`src/rtl/prefetcher_pkg.sv`:
```
// prefetcher_pkg: shared types and constants for the prefetcher read path.
//   arReq_t    - one queued read-address request {addr, len, id} at default widths
//   rspState_e - read responder FSM states {IDLE, WAIT, BURST}
//   RESP_OKAY  - R-channel response code returned on every beat
//   data_bits  - beat width in bits from log2 of the beat width in bytes
package prefetcher_pkg;

  localparam int unsigned AR_ADDR_BITS = 64;
  localparam int unsigned AR_LEN_BITS  = 4;
  localparam int unsigned AR_ID_BITS   = 4;

  typedef struct packed {
    logic [AR_ADDR_BITS-1:0] addr;
    logic [AR_LEN_BITS-1:0]  len;
    logic [AR_ID_BITS-1:0]   id;
  } arReq_t;

  typedef enum logic [1:0] {
    IDLE  = 2'd0,
    WAIT  = 2'd1,
    BURST = 2'd2
  } rspState_e;

  localparam logic [1:0] RESP_OKAY = 2'b00;

  function automatic int unsigned data_bits(input int unsigned log_bytes);
    return 32'd8 << log_bytes;
  endfunction

endpackage

```
`src/rtl/req_fifo.sv`:
```
// req_fifo: synchronous in-order FIFO for queued read-address requests.
// Ports:
//   i_clk, i_rst_n      clock (rising edge), asynchronous active-low reset
//   i_push, i_data      write request and payload (ignored when full)
//   i_pop               read request (ignored when empty); o_data shows the head entry
//   o_full, o_empty     status flags
//   o_count             number of stored entries (0 .. 2^LOG_DEPTH)
module req_fifo #(
  parameter int unsigned LOG_DEPTH = 2,
  parameter int unsigned WIDTH     = 72
) (
  input  logic               i_clk,
  input  logic               i_rst_n,
  input  logic               i_push,
  input  logic [WIDTH-1:0]   i_data,
  input  logic               i_pop,
  output logic [WIDTH-1:0]   o_data,
  output logic               o_full,
  output logic               o_empty,
  output logic [LOG_DEPTH:0] o_count
);

  localparam int unsigned DEPTH = 1 << LOG_DEPTH;

  logic [WIDTH-1:0]     r_mem [DEPTH];
  logic [LOG_DEPTH-1:0] r_wr_ptr;
  logic [LOG_DEPTH-1:0] r_rd_ptr;
  logic [LOG_DEPTH:0]   r_count;
  logic                 w_do_push;
  logic                 w_do_pop;

  assign o_full    = (r_count == (LOG_DEPTH+1)'(DEPTH));
  assign o_empty   = (r_count == '0);
  assign o_count   = r_count;
  assign o_data    = r_mem[r_rd_ptr];
  assign w_do_push = i_push && !o_full;
  assign w_do_pop  = i_pop && !o_empty;

  always_ff @(posedge i_clk or negedge i_rst_n) begin
    if (!i_rst_n) begin
      r_wr_ptr <= '0;
      r_rd_ptr <= '0;
      r_count  <= '0;
    end else begin
      if (w_do_push) r_wr_ptr <= r_wr_ptr + LOG_DEPTH'(1);
      if (w_do_pop)  r_rd_ptr <= r_rd_ptr + LOG_DEPTH'(1);
      if (w_do_push && !w_do_pop)      r_count <= r_count + (LOG_DEPTH+1)'(1);
      else if (!w_do_push && w_do_pop) r_count <= r_count - (LOG_DEPTH+1)'(1);
    end
  end

  // Storage needs no reset: entries are only visible once counted.
  always_ff @(posedge i_clk) begin
    if (w_do_push) r_mem[r_wr_ptr] <= i_data;
  end

endmodule

```
`src/rtl/ddr_read_responder.sv`:
```
// ddr_read_responder: DDR model answering prefetcher AR requests with INCR read bursts.
// Each beat carries its own (beat-aligned) byte address as data, so consumers can self-check.
// Optional feature macro: DDR_RESP_LATENCY_EN adds crs_latency and a WAIT state that delays
// the first beat of every burst by crs_latency cycles.
// Ports:
//   clk, resetN                clock (rising edge), asynchronous active-low reset
//   ar_valid/ar_ready          request handshake; ar_addr, ar_len (beats-1), ar_id
//   r_valid/r_ready            beat handshake; r_data, r_last, r_id, r_resp (always OKAY)
//   outstanding                queued requests plus the active burst
//   crs_latency                first-beat delay in cycles (DDR_RESP_LATENCY_EN only)
module ddr_read_responder import prefetcher_pkg::*; #(
  parameter int unsigned LOG_QUEUE_SIZE       = 2,
  parameter int unsigned LOG_BLOCK_DATA_BYTES = 3,
  parameter int unsigned ADDR_BITS            = AR_ADDR_BITS,
  parameter int unsigned BURST_LEN_WIDTH      = AR_LEN_BITS,
  parameter int unsigned ID_WIDTH             = AR_ID_BITS
`ifdef DDR_RESP_LATENCY_EN
  ,
  parameter int unsigned LATENCY_WIDTH        = 4
`endif
) (
  input  logic                                     clk,
  input  logic                                     resetN,
  input  logic                                     ar_valid,
  output logic                                     ar_ready,
  input  logic [ADDR_BITS-1:0]                     ar_addr,
  input  logic [BURST_LEN_WIDTH-1:0]               ar_len,
  input  logic [ID_WIDTH-1:0]                      ar_id,
  output logic                                     r_valid,
  input  logic                                     r_ready,
  output logic [data_bits(LOG_BLOCK_DATA_BYTES)-1:0] r_data,
  output logic                                     r_last,
  output logic [ID_WIDTH-1:0]                      r_id,
  output logic [1:0]                               r_resp,
`ifdef DDR_RESP_LATENCY_EN
  input  logic [LATENCY_WIDTH-1:0]                 crs_latency,
`endif
  output logic [LOG_QUEUE_SIZE:0]                  outstanding
);

  localparam int unsigned DATA_BITS = data_bits(LOG_BLOCK_DATA_BYTES);
  localparam int unsigned REQ_BITS  = ADDR_BITS + BURST_LEN_WIDTH + ID_WIDTH;

  localparam logic [1:0] ST_IDLE  = IDLE;
  localparam logic [1:0] ST_BURST = BURST;
`ifdef DDR_RESP_LATENCY_EN
  localparam logic [1:0] ST_WAIT  = WAIT;
`endif

  // Clears the in-beat byte offset of a start address.
  localparam logic [ADDR_BITS-1:0] ALIGN_MASK =
    ~((ADDR_BITS'(1) << LOG_BLOCK_DATA_BYTES) - ADDR_BITS'(1));

  logic [1:0]                 r_state;
  logic [BURST_LEN_WIDTH-1:0] r_beat_cnt;
  logic [ADDR_BITS-1:0]       r_act_base;
  logic [BURST_LEN_WIDTH-1:0] r_act_len;
  logic [ID_WIDTH-1:0]        r_act_id;

  logic [1:0]                 w_state_nxt;
  logic [BURST_LEN_WIDTH-1:0] w_beat_cnt_nxt;
  logic [ADDR_BITS-1:0]       w_act_base_nxt;
  logic [BURST_LEN_WIDTH-1:0] w_act_len_nxt;
  logic [ID_WIDTH-1:0]        w_act_id_nxt;

`ifdef DDR_RESP_LATENCY_EN
  logic [LATENCY_WIDTH-1:0]   r_wait_cnt;
  logic [LATENCY_WIDTH-1:0]   w_wait_cnt_nxt;
`endif

  logic                       w_push;
  logic                       w_full;
  logic                       w_empty;
  logic [LOG_QUEUE_SIZE:0]    w_fifo_count;
  logic [REQ_BITS-1:0]        w_head;
  logic [ADDR_BITS-1:0]       w_head_addr;
  logic [BURST_LEN_WIDTH-1:0] w_head_len;
  logic [ID_WIDTH-1:0]        w_head_id;
  logic                       w_hs;
  logic                       w_last;
  logic                       w_load;
  logic [ADDR_BITS-1:0]       w_beat_addr;

  // No pass-through: a full queue refuses even when the head is popped this cycle.
  assign ar_ready = resetN && !w_full;
  assign w_push   = ar_valid && ar_ready;

  req_fifo #(
    .LOG_DEPTH (LOG_QUEUE_SIZE),
    .WIDTH     (REQ_BITS)
  ) u_req_fifo (
    .i_clk   (clk),
    .i_rst_n (resetN),
    .i_push  (w_push),
    .i_data  ({ar_addr, ar_len, ar_id}),
    .i_pop   (w_load),
    .o_data  (w_head),
    .o_full  (w_full),
    .o_empty (w_empty),
    .o_count (w_fifo_count)
  );

  assign w_head_addr = w_head[REQ_BITS-1 -: ADDR_BITS];
  assign w_head_len  = w_head[ID_WIDTH +: BURST_LEN_WIDTH];
  assign w_head_id   = w_head[ID_WIDTH-1:0];

  assign w_last = (r_beat_cnt == r_act_len);
  assign w_hs   = (r_state == ST_BURST) && r_ready;
  // Load the next request from idle, or on the final handshake so bursts run without a bubble.
  assign w_load = !w_empty && ((r_state == ST_IDLE) || (w_hs && w_last));

  always_comb begin
    w_state_nxt    = r_state;
    w_beat_cnt_nxt = r_beat_cnt;
    w_act_base_nxt = r_act_base;
    w_act_len_nxt  = r_act_len;
    w_act_id_nxt   = r_act_id;
`ifdef DDR_RESP_LATENCY_EN
    w_wait_cnt_nxt = r_wait_cnt;
`endif
    if (w_load) begin
      w_beat_cnt_nxt = '0;
      w_act_base_nxt = w_head_addr & ALIGN_MASK;
      w_act_len_nxt  = w_head_len;
      w_act_id_nxt   = w_head_id;
`ifdef DDR_RESP_LATENCY_EN
      if (crs_latency != '0) begin
        w_state_nxt    = ST_WAIT;
        w_wait_cnt_nxt = crs_latency;
      end else begin
        w_state_nxt    = ST_BURST;
      end
`else
      w_state_nxt    = ST_BURST;
`endif
    end else begin
      case (r_state)
`ifdef DDR_RESP_LATENCY_EN
        ST_WAIT: begin
          if (r_wait_cnt <= LATENCY_WIDTH'(1)) w_state_nxt = ST_BURST;
          else w_wait_cnt_nxt = r_wait_cnt - LATENCY_WIDTH'(1);
        end
`endif
        ST_BURST: begin
          if (w_hs) begin
            if (w_last) w_state_nxt = ST_IDLE;
            else w_beat_cnt_nxt = r_beat_cnt + BURST_LEN_WIDTH'(1);
          end
        end
        default: ;
      endcase
    end
  end

  always_ff @(posedge clk or negedge resetN) begin
    if (!resetN) begin
      r_state    <= ST_IDLE;
      r_beat_cnt <= '0;
      r_act_base <= '0;
      r_act_len  <= '0;
      r_act_id   <= '0;
`ifdef DDR_RESP_LATENCY_EN
      r_wait_cnt <= '0;
`endif
    end else begin
      r_state    <= w_state_nxt;
      r_beat_cnt <= w_beat_cnt_nxt;
      r_act_base <= w_act_base_nxt;
      r_act_len  <= w_act_len_nxt;
      r_act_id   <= w_act_id_nxt;
`ifdef DDR_RESP_LATENCY_EN
      r_wait_cnt <= w_wait_cnt_nxt;
`endif
    end
  end

  // Wraps modulo 2^ADDR_BITS at the top of the address space.
  assign w_beat_addr = r_act_base + (ADDR_BITS'(r_beat_cnt) << LOG_BLOCK_DATA_BYTES);

  assign r_valid     = (r_state == ST_BURST);
  assign r_last      = r_valid && w_last;
  assign r_data      = r_valid ? DATA_BITS'(w_beat_addr) : '0;
  assign r_id        = r_valid ? r_act_id : '0;
  assign r_resp      = RESP_OKAY;
  assign outstanding = w_fifo_count + (LOG_QUEUE_SIZE+1)'(r_state != ST_IDLE);

endmodule

```
`config.mk`:
```
export PLATFORM = sky130hd
export DESIGN_NAME = ddr_read_responder
export DESIGN_NICKNAME = d
export VERILOG_FILES = /design/src/rtl/prefetcher_pkg.sv /design/src/rtl/req_fifo.sv /design/src/rtl/ddr_read_responder.sv
export SDC_FILE = /design/constraint.sdc
export NUM_CORES = 1
export LEC_CHECK = 0
export ABC_AREA = 1
export ABC_CLOCK_PERIOD_IN_PS = 7700
export CORE_MARGIN = 1.5
export CORE_UTILIZATION = 49
export CTS_BUF_LIST = sky130_fd_sc_hd__clkbuf_2
export DETAILED_ROUTE_END_ITERATION = 16
export HOLD_SLACK_MARGIN = 0.08
export PLACE_DENSITY = 0.65
export SLEW_MARGIN = 20
export SYNTH_ARGS = -nofsm -noshare
export SYNTH_HDL_FRONTEND = slang
export SYNTH_HIERARCHICAL = 1
export SYNTH_SLANG_ARGS = --single-unit
```
`constraint.sdc`:
```
create_clock -name clk -period 7.7 [get_ports clk]
set_clock_uncertainty 0.1 [all_clocks]
set_input_delay 1.54 -clock clk [delete_from_list [all_inputs] [get_ports clk]]
set_output_delay 1.54 -clock clk [all_outputs]
set_load 0.05 [all_outputs]
```
==> metrics.md <==
| Metric | Value |
|---|---|
| Number of CTS-inserted buffers | 88 |
| Layout cell share with drive strength beyond 1 | 9.397% |
| Worst Hold Launch | r_act_id[0]$_DFFE_PN0P_ |
| Required time of the worst setup path | 6.06 ns |
| Slowest cell on the critical path | clkdlybuf4s50_1 |
| Number of remaining DRC errors | 0 |
| CP Max Fanout | 7 |
| Pleak | 8.151 nW |
| Worst-path clk slew | 0.11 ns |
| Wire per inst | 16.82 µm |
| Setup Viol. Count Final | 0 |
| Starting Density | 49.84% |
| Synthesized area | 16710 µm² |
| Status | finished, final reports clean |
| I/O pin count | 152 |
| Global routing usage on met2 | 38.42% |
| Hold_buf cts | 0 |
| Met1 track demand over resource | 32.23% |
| Crit path time final | 5.752 ns |
| Critical Path AT | 4.11 ns |
| Top Usage Layer GRT | met2 |
| Gr ovfl total | 0 |
| Initial DRC Count | 857 |
| Worst setup margin | 1.948 ns |
| Die Height | 187.7 µm |
| Hold Path Class | reg2reg |
| RR Startpoint | u_req_fifo/o_count[0]$_DFFE_PN0P_ |
| CP most frequent cell | nand2_1 |
| Yosys warns | 6 |
| Area after DPL | 18480 µm² |
| Tightest Pin Transition | 0.9757 ns |
| Max transition margin | 34.96% |
| DP Wirelength | 27100 µm |
| Unrepaired setup endpoints after global routing | false |
| Post-CTS Resized | 0 |
| Drt first pass iters | 5 |
| GPL Wtd Cong | 0.9476 |
| Die area | 35220 µm² |
| Worst Hold Path Cells | 2 |
| Fin nets | 2017 |
| ANT nets after route | 0 |
| Pre-CTS setup slack | 2.883 ns |
| Clock buffer depth | 3 |
| Die extent in x | 187.7 µm |
| Peak Freq | 173.9 MHz |
| MaxCap Viol Count | 0 |
| Syn Area/Cell | 9.560 µm² |
| First-pass GRT wire length | 64470 µm |
| Core ar. | 33530 µm² |
| Initial antenna violation count | 1 |
| Post-layout instance area | 19320 µm² |
| Htree depth | 3 |
| Skew-Pair Late Insertion Delay | 0.94 ns |
| Min Hold Slack | 0.3863 ns |
| Startpoint types | flip-flop |
| Vias | 12.28k |
| Worst IR drop on VDD | 0.3264 mV |
| Tot GR Track Use | 23.87% |
| Post-Syn Instances | 1748 |
| M3 GR Usage | 4.735% |
| Critical Path End Type | primary output |
| Largest net degree at the start of global routing | 101 |
| Final slew viol count | 0 |
| Post CTS Setup Buffer Count | 0 |
| Path depth of the worst reg2reg path | 12 |
| Cell Pwr Density | 367.4 nW/µm² |
| Total Neg Setup Slack | 0 ns |
| Num rows | 67 |
| CTS tree | done |
| Crit path from | r_beat_cnt[0]$_DFFE_PN0P_ |
| CTS sink count | 357 |
| Crit path largest cell delay | 0.89 ns |
| Vias per cell | 5.034 |
| Tcrit/Tclk final | 74.70% |
| Overall Power | 0.007098 W |
| Port bufs | 143 |
| DRT Wirelength | 41020 µm |
| Number of global-route vias before repair | 12.01k |
| Critical path cell sequence | ha_1, fa_1, nand3_1, nand3_2, nand2_1, inv_1, nand2_1, nor2_1, nor3_1, clkdlybuf4s50_1 |
| Kind of critical path | reg2out |
| Hold Vio Cnt, Final | 0 |
| Clock root buffer | clkbuf_2 |
| Area Overhead vs Synth | 15.61% |
==> area by class of cell <==
| type | instances | area, µm² |
|---|---|---|
| Multi-Input combinational cell | 1095 | 5219 |
| Clock inverter | 15 | 111.4 |
| Tap cell | 448 | 560.5 |
| Timing Repair Buffer | 157 | 1558 |
| Clock buffer | 138 | 690.7 |
| Antenna cell | 1 | 2.502 |
| Inverter | 228 | 862.1 |
| Sequential cell | 357 | 10320 |
| Fill cell | 3031 | 14210 |
==> routing by layer <==
metal | vias to the layer above | share of wire (%)
met4 | 0 | 2.2
li1 | 6176 | -
met1 | 5673 | 44
met5 | - | 0
met3 | 53 | 6.8
met2 | 375 | 47
==> worst max-delay path, delay by kind of cell, from the launching register on <==
kind,cells,cell delay [ns]
flip-flops,1,0.47
buffers and inverters,2,0.98
adder cells (fa/ha/maj),2,0.73
AND/OR/NAND/NOR,6,0.98
==> cells in the final DEF (no fill, tap or decap), drive strengths merged <==
| master | instances |
|---|---|
| inv | 228 |
| edfxtp | 276 |
| buf | 15 |
| dfrtp | 81 |
| nand3 | 38 |
| clkinv | 13 |
| o21ai | 41 |
| diode | 1 |
| nor3 | 9 |
| nand4 | 18 |
| a31oi | 1 |
| o21bai | 8 |
| o211ai | 139 |
| fa | 2 |
| ha | 12 |
| bufinv | 2 |
| nand3b | 1 |
| clkdlybuf4s50 | 142 |
| a21oi | 24 |
| clkbuf | 138 |
| xor2 | 20 |
| nor2 | 167 |
| nor3b | 2 |
| nand2 | 603 |
| conb | 5 |
| and2 | 3 |
| xnor2 | 2 |
==> report_power, final <==
group	internal (W)	total, W	switching (W)
sequential	0.00244	0.00275	0.000308
clock	0.000532	0.00125	0.000717
combinational	0.000926	0.00310	0.00217
total	0.00390	0.00710	0.00320
==> stage by stage <==
stage / util (%) / instances
2_1_floorplan: - / 1752
3_3_place_gp: 55.12 / 2284
3_5_place_dp: 55.12 / 2284
4_1_cts: 57.51 / 2437
5_1_grt: 57.62 / 2439
6_report: 57.62 / 2439
==> worst paths after layout <==
check / slack (ns) / endpoint
hold reg to reg: 0.39 / r_act_id[0]$_DFFE_PN0P_
setup / recovery: 1.95 / r_data[27]
setup reg to reg: 4.22 / u_req_fifo/o_count[1]$_DFFE_PN0P_
max in group asynchronous: 5.95 / u_req_fifo/r_rd_ptr[1]$_DFFE_PN0P_
min in group asynchronous: 0.46 / r_act_base[35]$_DFFE_PN0P_
hold / removal: 0.39 / r_act_id[0]$_DFFE_PN0P_
==> registers in the layout (all words and copies together) (netlist names) <==
name and count:
u_req_fifo/o_count 3, r_act_len 4, r_act_id 4, u_req_fifo/r_mem 276
u_req_fifo/r_wr_ptr 2, r_act_base 61, u_req_fifo/r_rd_ptr 2, r_state 1
r_beat_cnt 4
Note: power is estimated with default switching activity, not from simulation.
